[src/rtl/hazard_scoreboard.sv]
// hazard_scoreboard
//
// This is a stateful stall unit for the 5-stage MIPS pipeline. It sits beside
// the D stage. Each architectural register has a small countdown that holds
// the number of cycles left before its pending result can be forwarded. The
// unit compares the countdowns for the D instruction's sources against that
// instruction's Tuse values. A separate occupancy counter models the
// multiply/divide unit, so MDU stalls need no external busy input. The stall
// output freezes PC/IF-ID and inserts a bubble into ID-EX.
//
// Optional feature: define HAZARD_SCOREBOARD_PERF_EN to build a 32-bit counter
// of stall cycles. If the macro is not defined, perf_stall_cnt is tied to 0
// and no counter flops are built.
//
// Ports:
//   clk             rising-edge clock
//   reset           asynchronous, active-low reset
//   d_valid         D holds a real instruction (0 = bubble)
//   d_rs, d_rt      source register addresses of the D instruction
//   d_rs_tuse       cycles until rs is consumed (0 = consumed in D)
//   d_rt_tuse       cycles until rt is consumed
//   d_wr_en         D instruction writes the register file
//   d_wr_addr       destination register
//   d_tnew          Tnew of the D instruction once it is in E
//   d_md_start      D instruction starts an MDU operation
//   d_md_div        with d_md_start: 1 = divide, 0 = multiply
//   d_md_use        D instruction touches the MDU (mult/div/mt/mf)
//   stall           freeze D, bubble E
//   rs_stall        rs-caused component of stall
//   rt_stall        rt-caused component of stall
//   md_stall        MDU-caused component of stall
//   md_busy         MDU occupancy counter nonzero
//   perf_stall_cnt  stall-cycle counter (0 unless the macro is defined)

module hazard_scoreboard #(
  parameter int NREG    = 32,
  parameter int AW      = 5,
  parameter int TW      = 2,
  parameter int MUL_CYC = 5,
  parameter int DIV_CYC = 10
) (
  input  logic          clk,
  input  logic          reset,
  input  logic          d_valid,
  input  logic [AW-1:0] d_rs,
  input  logic [AW-1:0] d_rt,
  input  logic [TW-1:0] d_rs_tuse,
  input  logic [TW-1:0] d_rt_tuse,
  input  logic          d_wr_en,
  input  logic [AW-1:0] d_wr_addr,
  input  logic [TW-1:0] d_tnew,
  input  logic          d_md_start,
  input  logic          d_md_div,
  input  logic          d_md_use,
  output logic          stall,
  output logic          rs_stall,
  output logic          rt_stall,
  output logic          md_stall,
  output logic          md_busy,
  output logic [31:0]   perf_stall_cnt
);

  localparam int MD_MAX = (MUL_CYC > DIV_CYC) ? MUL_CYC : DIV_CYC;
  // One extra count covers the E cycle in which the start is seen.
  localparam int MW     = $clog2(MD_MAX + 2);

  localparam logic [MW-1:0] MUL_LOAD = MW'(MUL_CYC + 1);
  localparam logic [MW-1:0] DIV_LOAD = MW'(DIV_CYC + 1);

  function automatic logic [TW-1:0] sat_dec_cnt(input logic [TW-1:0] v);
    return (v == '0) ? '0 : v - 1'b1;
  endfunction

  function automatic logic [MW-1:0] sat_dec_md(input logic [MW-1:0] v);
    return (v == '0) ? '0 : v - 1'b1;
  endfunction

  // Entry 0 is never loaded, so it stays 0 and synthesis removes it.
  logic [TW-1:0] cnt [NREG];
  logic [MW-1:0] md_cnt;

  logic          issue;
  logic          wr_hit;
  logic [TW-1:0] rs_cnt;
  logic [TW-1:0] rt_cnt;

  assign issue  = d_valid & ~stall;
  assign wr_hit = issue & d_wr_en & (d_wr_addr != '0);

  // Look up the source counts. An address of 0, or an address that does not
  // match any tracked entry, reads as 0.
  always_comb begin
    rs_cnt = '0;
    rt_cnt = '0;
    for (int r = 1; r < NREG; r++) begin
      if (d_rs == AW'(r)) rs_cnt = cnt[r];
      if (d_rt == AW'(r)) rt_cnt = cnt[r];
    end
  end

  assign rs_stall = d_valid & (d_rs != '0) & (rs_cnt > d_rs_tuse);
  assign rt_stall = d_valid & (d_rt != '0) & (rt_cnt > d_rt_tuse);
  assign md_busy  = (md_cnt != '0);
  assign md_stall = d_valid & d_md_use & md_busy;
  assign stall    = rs_stall | rt_stall | md_stall;

  // The scoreboard decrements every cycle because E/M/W never stall. A new
  // issue to a register replaces its count, so the latest writer wins (WAW).
  always_ff @(posedge clk or negedge reset) begin
    if (!reset) begin
      for (int r = 0; r < NREG; r++) cnt[r] <= '0;
    end else begin
      cnt[0] <= '0;
      for (int r = 1; r < NREG; r++) begin
        if (wr_hit && (d_wr_addr == AW'(r))) cnt[r] <= d_tnew;
        else                                 cnt[r] <= sat_dec_cnt(cnt[r]);
      end
    end
  end

  always_ff @(posedge clk or negedge reset) begin
    if (!reset) begin
      md_cnt <= '0;
    end else if (issue && d_md_start) begin
      md_cnt <= d_md_div ? DIV_LOAD : MUL_LOAD;
    end else begin
      md_cnt <= sat_dec_md(md_cnt);
    end
  end

`ifdef HAZARD_SCOREBOARD_PERF_EN
  logic [31:0] perf_cnt;

  // Wraps naturally from 0xFFFFFFFF to 0.
  always_ff @(posedge clk or negedge reset) begin
    if (!reset)     perf_cnt <= '0;
    else if (stall) perf_cnt <= perf_cnt + 32'd1;
  end

  assign perf_stall_cnt = perf_cnt;
`else
  assign perf_stall_cnt = '0;
`endif

endmodule

[config.mk]
export PLATFORM = sky130hd
export DESIGN_NAME = hazard_scoreboard
export DESIGN_NICKNAME = d
export VERILOG_FILES = /design/src/rtl/hazard_scoreboard.sv
export SDC_FILE = /design/constraint.sdc
export NUM_CORES = 1
export LEC_CHECK = 0
export BUFFER_PORTS_ARGS = -buffer_cell sky130_fd_sc_hd__buf_4
export CAP_MARGIN = 30
export CELL_PAD_IN_SITES_DETAIL_PLACEMENT = 1
export CELL_PAD_IN_SITES_GLOBAL_PLACEMENT = 1
export CORE_MARGIN = 2
export CORE_UTILIZATION = 45
export DETAILED_ROUTE_END_ITERATION = 6
export HOLD_SLACK_MARGIN = 0.08
export PLACE_DENSITY_LB_ADDON = 0.1
export SLEW_MARGIN = 10
export SYNTH_ARGS = -nofsm -noshare
export SYNTH_HDL_FRONTEND = slang
export SYNTH_SLANG_ARGS = --single-unit
[constraint.sdc]
create_clock -name clk -period 5.3 [get_ports clk]
set_input_delay 0.795 -clock clk [delete_from_list [all_inputs] [get_ports clk]]
set_output_delay 0.795 -clock clk [all_outputs]
set_load 0.01 [all_outputs]
==> impl_metrics.csv, run 1 <==
group,metric,value,unit
run,drv_cap,0,
cells_and_area,syn_to_final_growth,9.829,%
cells_and_area,final_area,5858,µm²
status,violations,"design-rule violations",
cells_and_area,n_antenna_cell,0,
critical_path,worstRegToRegCells,14,
floorplanning,fp-row-count,39,
cts,cts.path.max_buffers,2,
synth,synth-edff-count,0,
route,topRoutingLayerUsed,"met4",
cts,post_cts_resized,0,
synth,synthMostInstantiatedCell,"dfrtp_1",
floorplanning,die_w,112.9,µm
timing,skew,5.878,ps
place,gp_congestion,0.9165,
synth,synth_seq_cells,66,
synth,yosys.area.top_type_share,30.96,%
timing,final.setup.tns,0,ps
power,power.density,249.0,nW/µm²
route,antenna_left,0,
cts,clk_pin_slew_worst_paths,60,ps
critical_path,cp.arrival,4700,ps
synth,synth_ff_type,"dfrtp_1",
timing,finalCritPeriodShare,84.38,%
floorplanning,die_area,12740,µm²
power,max-vdd-ir-drop,161.8,µV
route,drc,12,
route,wl,16860,µm
synth,yosysUniqueCellTypes,67,
cts,cts_hold_buf,0,
synth,yosysTopAreaCell,"dfrtp_1",
timing,whs,556.0,ps
synth,synthCells,603,
place,port_buffers,32,
cts,cts_tree,"built",
critical_path,critPathRequiredTime,5530,ps
critical_path,critPathKind,"in2reg",
critical_path,r2r_start,"cnt[51]",
critical_path,r2r_end,"cnt[10]",
power,p_leak,0.002490,µW
global_route,grt_use_total,27.78,%
critical_path,start_kind,"input port",
timing,slew_headroom,42.56,%
cts,clock_latency,350,ps
global_route,grt_pass1_vias,4814,
floorplanning,io_pins,65,
route,vias,4644,
route,dr.pass1.iters,6,
floorplanning,die_h,112.9,µm
timing,hold_viol_final,0,
floorplanning,start_util,46.32,%
cts,cts_buffers,9,
critical_path,endpoint_kind,"flip-flop",
route,wire_per_inst,22.07,µm
hold_path,min_path_type,"in2async",
cts,cts_max_level,3,
timing,worst_pin_slew,861.6,ps
timing,max_freq,223.6,MHz
cells_and_area,fin_util,50.87,%
critical_path,r2r_slack,1340,ps
cts,root_buffer,"clkbuf_16",
cells_and_area,layout-drive-gt1-share,18.52,%
timing,period_minus_slack,4472,ps
floorplanning,fp.coreArea,11520,µm²
route,wl_met1,7581,µm
synth,yosys-top-cells-area,"dfrtp_1 31%, mux2i_1 9.6%, mux2_2 5.9%, nor2_4 4.9%, buf_4 4.5%",
route,via_per_inst,6.079,
critical_path,worstPathMaxFanout,38,
global_route,antenna_found_initial,0,
cts,post_cts_buffers,0,
power,power,1459,µW
synth,synth-seq-area-share,30.96,%
synth,avgSynthCellArea,8.846,µm²
cells_and_area,fin_nets,648,
global_route,grt_max_degree,67,
cts,clock-sinks,66,
synth,async_reset_ff_share,100.0,%
place,post-dp-hpwl,12420,µm
synth,yosysWarningCount,0,
global_route,grt_overflow,0,
global_route,grt_pass1_wl,27110,µm
timing,setup_viol,0,
route,wl_met2,7913,µm
route,drtIter0Drc,305,
synth,synth_common_cells,"66 x dfrtp_1, 58 x nand2_1, 51 x mux2i_1",
timing,finalMaxSlewViolations,0,
timing,rsz0062_at_grt,"no",
status,status,"finished with violations",
place,place_area,5539,µm²
synth,synth_area,5334,µm²
route,wl_met3,881,µm
area by class of cell:
type | count | area, µm²
fill | 1371 | 5658
multi-input combinational | 477 | 3306
sequential | 66 | 1652
timing repair buffer | 40 | 320.3
clock buffer | 9 | 225.2
tap | 143 | 178.9
clock inverter | 7 | 93.84
inverter | 22 | 82.58
cell families (layout without fill, tap and decap cells):
| group | Yosys count | count (layout) | synth area share, % |
|---|---|---|---|
| AND/OR/NAND/NOR | 230 | 230 | 24.75 |
| other | 1 | 32 | 0.07031 |
| adder cells (fa/ha/maj) | 4 | 4 | 0.9383 |
| AO/OA/AOI/OAI | 119 | 119 | 15.39 |
| buffers and inverters | 91 | 78 | 9.242 |
| flip-flops | 66 | 66 | 30.96 |
| multiplexers | 92 | 92 | 18.65 |
worst max-delay path by stage:
stage	start	to	slack [ps]	depth (start not counted)
after floorplan	d_rs[0]	cnt[12]	800	14
after global placement	d_rt[1]	cnt[42]	620	16
after detailed placement	d_rt[1]	cnt[10]	520	16
after CTS	d_rt[1]	cnt[10]	870	16
after global routing	d_rt[1]	cnt[10]	550	16
final	d_rt[1]	cnt[10]	830	16
routing by layer:
layer	up-vias	track usage, %
met1	2350	37.03
met3	26	4.713
met5	-	0
met4	0	12.52
li1	2114	-
met2	154	44.46
sequential cells by signal, summed over array words and instances (netlist names):
| signal | count |
|---|---|
| md_cnt | 4 |
| cnt | 62 |
power by group:
| part | leakage (µW) | switching (µW) | internal (µW) |
|---|---|---|---|
| Combinational | 0.00142 | 167 | 102 |
| Clock | 0.000151 | 240 | 410 |
| Sequential | 0.000916 | 18.2 | 521 |
| Total | 0.00249 | 426 | 1030 |
critical path, cell delays in order:
cell and delay, ps:
buf_4 330, nor2b_1 270, buf_4 170, a21oi_1 60
o21ai_0 120, o311ai_0 170, o211a_1 280, o22ai_1 320
ha_1 310, nor2b_1 140, o211ai_1 240, o221ai_2 210
or4b_1 540, buf_4 230, nor2_4 150, mux2_1 350
metrics by stage:
stage          setup slack [ps]  instances
2_1_floorplan             799.8        634
3_3_place_gp              623.2        747
3_5_place_dp              519.9        748
4_1_cts                   870.0        764
5_1_grt                   552.0        764
6_report                  827.7        764
placed cells by master, fill, tap and decap left out, drive strengths merged, types with 4 or more instances in the layout:
cell    instances
nor2           70
nand3          15
nor2b          36
inv            22
nand3b          5
a31oi           8
buf            40
nand2          58
nand2b          6
mux2           39
dfrtp          66
clkbuf          9
and2            4
o22ai           8
o21ai          25
mux2i          51
ha              4
a21oi          21
a32oi           6
conb           32
o211ai          7
nor3           10
or4             5
(Power assumes the default switching activity.)
==> run 2, diff against run 1 <==
--- a/config.mk
+++ b/config.mk
@@ -5,12 +5,13 @@
 export SDC_FILE = /design/constraint.sdc
 export NUM_CORES = 1
 export LEC_CHECK = 0
+export ABC_AREA = 1
 export BUFFER_PORTS_ARGS = -buffer_cell sky130_fd_sc_hd__buf_4
 export CAP_MARGIN = 30
 export CELL_PAD_IN_SITES_DETAIL_PLACEMENT = 1
 export CELL_PAD_IN_SITES_GLOBAL_PLACEMENT = 1
 export CORE_MARGIN = 2
-export CORE_UTILIZATION = 45
+export CORE_UTILIZATION = 38
 export DETAILED_ROUTE_END_ITERATION = 6
 export HOLD_SLACK_MARGIN = 0.08
 export PLACE_DENSITY_LB_ADDON = 0.1
==> constraint.sdc (replaced) <==
create_clock -name clk -period 3.8 [get_ports clk]
set_input_delay 0.57 -clock clk [delete_from_list [all_inputs] [get_ports clk]]
set_output_delay 0.57 -clock clk [all_outputs]
set_load 0.01 [all_outputs]
==> run 2 against run 1 <==
Against the previous run:
- the flow finishes with violations (negative setup slack)
- clock skew hardly changed
- via count is 19% higher
- combinational power is 91% higher
- count of clock-buffer cells in the layout stayed put
- core utilization is 7.4 points higher
- setup slack worse by 1400 ps
- sequential share of layout area is 5.5 points lower
- final cell count is 34% higher
- critical path depth is 19 higher
- first-iteration DRC count is 31% lower
- sequential power is 39% higher
- critical path type unchanged
- critical endpoint is now cnt[44]
==> impl_metrics.csv, run 2 <==
group,metric,value,unit
timing,slew_headroom,40.52,%
cts,root_buffer,"clkbuf_16",
floorplanning,fp.coreArea,12470,µm²
critical_path,r2r_slack,-560,ps
power,power_frac_comb,21.2,%
cells_and_area,final_common_cell,"nand2_1",
global_route,grt_use_total,30.75,%
route,wire_per_inst,20.50,µm
power,max-vdd-ir-drop,319.9,µV
power,power.share.clock,48.1,%
hold_path,min_path_type,"in2async",
cts,cts_tree,"built",
place,dpl.cell_count,986,
synth,synthMostInstantiatedCell,"nand2_1",
place,port_buffers,32,
cells_and_area,mostFrequentLayoutCells,"124 x nand2_1, 112 x buf_4, 73 x inv_1",
synth,yosysUniqueCellTypes,36,
timing,final.setup.tns,-29930,ps
synth,synth-edff-count,0,
timing,rsz0062_at_grt,"yes",
synth,synth_area,4812,µm²
global_route,grt_max_degree,67,
global_route,antenna_found_initial,0,
status,status,"finished with violations",
cells_and_area,largest_reg_flops,62,
synth,synth_ff_type,"dfrtp_1",
route,drc,0,
synth,async_reset_ff_share,100.0,%
cells_and_area,top_register,"cnt",
floorplanning,die_h,116.5,µm
power,p_leak,0.003146,µW
synth,avgSynthCellArea,6.778,µm²
route,drtIter0Drc,210,
cells_and_area,fin_util,58.28,%
critical_path,r2r_start,"cnt[56]",
cts,cts_hold_buf,0,
timing,skew,6.073,ps
timing,finalMaxSlewViolations,0,
cells_and_area,n_antenna_cell,0,
place,post-dp-hpwl,14450,µm
power,swShare,26.90,%
synth,yosys.area.top_type_share,34.32,%
route,vias,5531,
status,violations,"negative setup slack",
cells_and_area,top_regs,"cnt: 62 flops, md_cnt: 4 flops",
critical_path,critPathRequiredTime,4030,ps
timing,worst_pin_slew,892.1,ps
route,wl,20910,µm
critical_path,start_kind,"input port",
synth,yosysTopAreaCell,"dfrtp_1",
critical_path,cp.arrival,4640,ps
cts,cts_max_level,3,
critical_path,endpoint_kind,"flip-flop",
critical_path,worstRegToRegCells,31,
critical_path,max_stage_delay,300,ps
run,drv_cap,0,
power,intPower,1778,µW
critical_path,critPathKind,"in2reg",
route,dr.pass1.iters,5,
synth,yosysWarningCount,0,
floorplanning,io_pins,65,
power,power.density,334.9,nW/µm²
timing,period_minus_slack,4415,ps
timing,whs,346.8,ps
cells_and_area,fin_nets,875,
cells_and_area,layout-drive-gt1-share,36.56,%
cts,clock_latency,350,ps
cells_and_area,layoutNonFillerInstCount,1020,
global_route,grt_pass1_vias,5814,
synth,synth-seq-area-share,34.32,%
synth,synth_seq_cells,66,
synth,yosys-top-cells-area,"dfrtp_1 34%, nand2_1 12%, nand3_1 8.9%, inv_1 6.2%, nor2_1 6.2%",
place,dp_slack,-894.2,ps
timing,finalCritPeriodShare,116.2,%
cts,clk_pin_slew_worst_paths,50,ps
timing,hold_viol_final,0,
critical_path,r2r_end,"cnt[44]",
place,gp_congestion,0.9301,
global_route,grt_overflow,0,
synth,synth_common_cells,"151 x nand2_1, 86 x nand3_1, 79 x inv_1, 79 x nor2_1, 66 x dfrtp_1",
synth,synthCells,710,
timing,max_freq,226.5,MHz
floorplanning,start_util,38.60,%
timing,setup_viol,69,
timing,worst_slack,-614.7,ps
cts,cts_buffers,9,
power,switchingPower,654.2,µW
critical_path,worstPathMaxFanout,8,
floorplanning,die_w,116.5,µm
route,via_per_inst,5.423,
cts,clock-sinks,66,
route,antenna_left,0,
critical_path,slowest_stage,"a211oi_4",
cells_and_area,syn_to_final_growth,50.96,%
floorplanning,die_area,13580,µm²
global_route,grt_pass1_wl,30910,µm
power,p_seq_share,30.7,%
cts,cts.path.max_buffers,2,
floorplanning,fp-row-count,41,
run 2: cell count changes after synthesis, sizes merged, moves of 39 or more:
cell | before | now
inv | 22 | 90
mux2 | 39 | 0
mux2i | 51 | 0
nand2 | 58 | 163
nand3 | 15 | 86
o21ai | 25 | 68
run 2: power by group through the flow:
stage / Clock (µW) / Combinational [µW] / Sequential, µW
finish: 1170 / 515 / 748
CTS: 1180 / 451 / 744
global placement: 0 / 355 / 754
floorplan: 0 / 208 / 751
global route: 1220 / 556 / 749
detailed placement: 0 / 376 / 756
run 2: how the worst max path moves through the flow:
stage	startpoint	to	slack (ps)	depth (start not counted)
after CTS	d_rs[2]	stall	-510	30
after floorplan	d_rs[2]	cnt[44]	30	34
after detailed placement	d_rs[1]	cnt[61]	-890	34
final	d_rs[3]	cnt[44]	-610	35
after global placement	d_rs[1]	cnt[35]	-820	35
after global routing	d_rs[3]	cnt[44]	-880	35
run 2: through the flow:
step	power [µW]	cell area, µm²
after detailed placement	1132	5804
after global routing	2521	7264
after CTS	2375	6923
final	2433	7264
after global placement	1109	5749
after floorplan	958.9	4928
run 2: kinds of logic (layout without fill, tap and decap cells):
| group | Yosys count | in the layout | synth area share [%] |
|---|---|---|---|
| compound gates | 97 | 97 | 10.95 |
| fa+ha+maj | 4 | 4 | 1.040 |
| buf+inv | 138 | 245 | 13.70 |
| flops | 66 | 66 | 34.32 |
| other cells | 1 | 32 | 0.07793 |
| simple gates | 404 | 404 | 39.91 |
run 2: what timing repair did:
item,4_1_cts,5_1_grt
resized for setup,171,61
pin swaps,30,39
endpoints found under the hold margin,0,0
endpoints found under the setup margin,69,69
buffers inserted,10,9
run 2: critical path: cells and delay by family:
kind                       cells  cell delay (ps)
buffers and inverters          6              630
and+or+nand+nor               23             2590
AOI/OAI and AO/OA              5              650
adders and majority gates      1              180
run 2: final cells by class:
class,count,area [µm²]
Clock buffer,9,225.2
Sequential cell,66,1652
Timing Repair Buffer,138,1240
Inverter,91,356.6
Clock inverter,7,188.9
Tap cell,172,215.2
Fill cell,1569,5201
Multi-Input combinational cell,537,3387
run 2: routing by layer:
layer / vias to the layer above / part of all wire, % / global-route usage (%)
met5: - / 0 / 0
met4: 0 / 4.4 / 15.37
met3: 64 / 4.9 / 5.812
met2: 188 / 52 / 54.38
met1: 2724 / 39 / 35.58
li1: 2555 / - / -
==> run 3, diff against run 2 <==
--- a/config.mk
+++ b/config.mk
@@ -5,13 +5,12 @@
 export SDC_FILE = /design/constraint.sdc
 export NUM_CORES = 1
 export LEC_CHECK = 0
-export ABC_AREA = 1
 export BUFFER_PORTS_ARGS = -buffer_cell sky130_fd_sc_hd__buf_4
 export CAP_MARGIN = 30
 export CELL_PAD_IN_SITES_DETAIL_PLACEMENT = 1
 export CELL_PAD_IN_SITES_GLOBAL_PLACEMENT = 1
 export CORE_MARGIN = 2
-export CORE_UTILIZATION = 38
+export CORE_UTILIZATION = 41
 export DETAILED_ROUTE_END_ITERATION = 6
 export HOLD_SLACK_MARGIN = 0.08
 export PLACE_DENSITY_LB_ADDON = 0.1
==> run 3 against run 2 <==
Against the previous run:
- the flow still finishes with violations (negative setup slack)
- sequential share of layout area is 0.30 points lower
- first-iteration DRC count is 140% higher
- core utilization is 0.17 points lower
- count of clock-buffer cells in the layout is 2 higher
- final cell count is 8.7% lower
- combinational power hardly changed
- global-route usage is 1.7 points lower
- via count is 6.0% lower
- clock skew is 5.7 ps higher
- sequential cell count stayed put
- clock power is 18% lower
- largest cell class unchanged
==> impl_metrics.csv, run 3 (synthesized netlist as in run 1, its figures left out) <==
group,metric,value,unit
cts,clock-sinks,66,
cts,clk_pin_slew_worst_paths,60,ps
global_route,grt_overflow,0,
power,p_leak,0.003296,µW
global_route,grt_pass1_vias,5550,
route,drc,0,
timing,max_freq,261.1,MHz
floorplanning,die_area,13940,µm²
power,max-vdd-ir-drop,327.5,µV
floorplanning,io_pins,65,
floorplanning,die_w,118.1,µm
critical_path,critPathRequiredTime,4040,ps
route,antenna_left,0,
critical_path,max_stage_delay,730,ps
critical_path,critPathCapture,"cnt[24]",
critical_path,critPathKind,"in2reg",
route,drtIter0Drc,507,
run,drv_cap,0,
hold_path,min_path_type,"in2async",
global_route,grt_max_degree,67,
critical_path,crit_cells,13,
cts,cts_buffers,9,
critical_path,crit_chain,"buf_6 > mux4_2 > a22oi_1 > nor4bb_4 > o31ai_2 > ha_1 > nor2b_4 > o211ai_1 > buf_4 > o221ai_4 > or4b_4 > nor2_4 > mux2_4",
critical_path,worstRegToRegCells,12,
timing,period_minus_slack,3831,ps
cts,cts.path.max_buffers,2,
place,port_buffers,32,
timing,finalCritPeriodShare,100.8,%
timing,setup_viol,8,
cells_and_area,top_regs,"cnt: 62 flops, md_cnt: 4 flops",
cells_and_area,syn_to_final_growth,38.02,%
timing,hold_viol_final,0,
timing,finalMaxSlewViolations,0,
critical_path,start_kind,"input port",
global_route,antenna_found_initial,0,
critical_path,cp_top_family,"simple AND/OR/NAND/NOR gates",
critical_path,worstSetupStartpoint,"d_rs[0]",
status,status,"finished with violations",
floorplanning,fp-row-count,41,
place,dp_slack,-551.5,ps
route,wire_per_inst,21.57,µm
cells_and_area,top_register,"cnt",
timing,rsz0062_at_grt,"yes",
global_route,grt_pass1_wl,30960,µm
status,violations,"negative setup slack",
timing,worst_pin_slew,695.4,ps
critical_path,r2r_end,"cnt[24]",
cts,cts_tree,"built",
cells_and_area,mostFrequentLayoutCells,"160 x buf_4, 66 x dfrtp_1, 58 x nand2_1",
cells_and_area,layout-drive-gt1-share,39.39,%
route,wl,20080,µm
critical_path,endpoint_kind,"flip-flop",
critical_path,r2r_start,"cnt[35]",
floorplanning,die_h,118.1,µm
critical_path,cp.arrival,4070,ps
critical_path,r2r_slack,-10,ps
route,dr.pass1.iters,5,
cells_and_area,n_antenna_cell,0,
timing,slew_headroom,53.59,%
cts,root_buffer,"clkbuf_16",
route,vias,5199,
route,via_per_inst,5.584,
critical_path,crit_buf_inv,2,
place,post-dp-hpwl,15170,µm
critical_path,worstPathMaxFanout,8,
cells_and_area,largest_reg_flops,62,
floorplanning,start_util,42.10,%
place,gp_congestion,0.9547,
timing,skew,11.74,ps
timing,worst_slack,-30.52,ps
power,power,2220,µW
cells_and_area,fin_nets,786,
cells_and_area,final_common_cell,"buf_4",
cts,clock_latency,350,ps
floorplanning,fp.coreArea,12670,µm²
global_route,grt_use_total,29.00,%
power,power.density,301.6,nW/µm²
cts,cts_max_level,3,
critical_path,slowest_stage,"or4b_4",
run 3: changes by cell type in the layout (fill, tap and decap cells not counted), sizes merged, moves of 36 or more:
cell | before | now
buf | 138 | 178
inv | 90 | 23
mux2 | 0 | 39
mux2i | 0 | 51
nand2 | 163 | 58
nand3 | 86 | 15
nor2b | 0 | 36
o21ai | 68 | 25
run 3: worst min path at each step:
stage,slack (ps),cells past startpoint,to
after floorplan,270,0,cnt[0]
after global placement,530,2,md_cnt[1]
after detailed placement,560,2,cnt[27]
after CTS,380,1,cnt[54]
after global routing,140,1,cnt[54]
final,120,1,cnt[54]
run 3: repair_timing:
item | CTS | global route
pin swaps | 11 | 32
hold buffers | 0 | 0
endpoints found under the setup margin | 62 | 61
gates resized for setup | 22 | 56
setup buffers | 2 | 8
run 3: cell type report:
| cell class | count | area, µm² |
|---|---|---|
| multi-input combinational | 477 | 3583 |
| tap | 172 | 215.2 |
| inverter | 22 | 82.58 |
| clock buffer | 11 | 252.7 |
| sequential | 66 | 1652 |
| clock inverter | 5 | 85.08 |
| fill | 1459 | 5309 |
| timing repair buffer | 178 | 1491 |
run 3: per-layer routing:
metal	track usage, %	up-vias	routed length, µm
li1	-	2398	-
met1	37.10	2584	8836
met2	47.33	178	9611
met3	5.620	39	1034
met4	13.03	0	597
met5	0	-	0
run 3: worst register-to-register path: stages, from the launching register on:
cell,delay (ps)
dfrtp_1,400
mux4_2,530
a22oi_1,220
nor4bb_4,310
o31ai_2,100
ha_1,310
nor2b_4,130
o211ai_1,170
buf_4,180
o221ai_4,130
or4b_4,730
nor2_4,180
mux2_4,320
run 3: through the flow:
stage	TNS (ps)	hold slack [ps]	cells	instance area (µm²)	util, %
after floorplan	-8.159	274.4	634	5545	-
after global placement	-36050	531.7	904	6573	51.87
after detailed placement	-29470	555.6	905	6600	52.09
after CTS	0	377.8	923	7061	55.72
after global routing	-1392	139.8	931	7362	58.10
final	-136.3	119.9	931	7362	58.10
run 3: where the power goes:
part	switching [µW]	leakage [µW]	internal, µW
logic	277	0.00222	237
clock network	342	0.000162	613
registers	25.0	0.000916	726
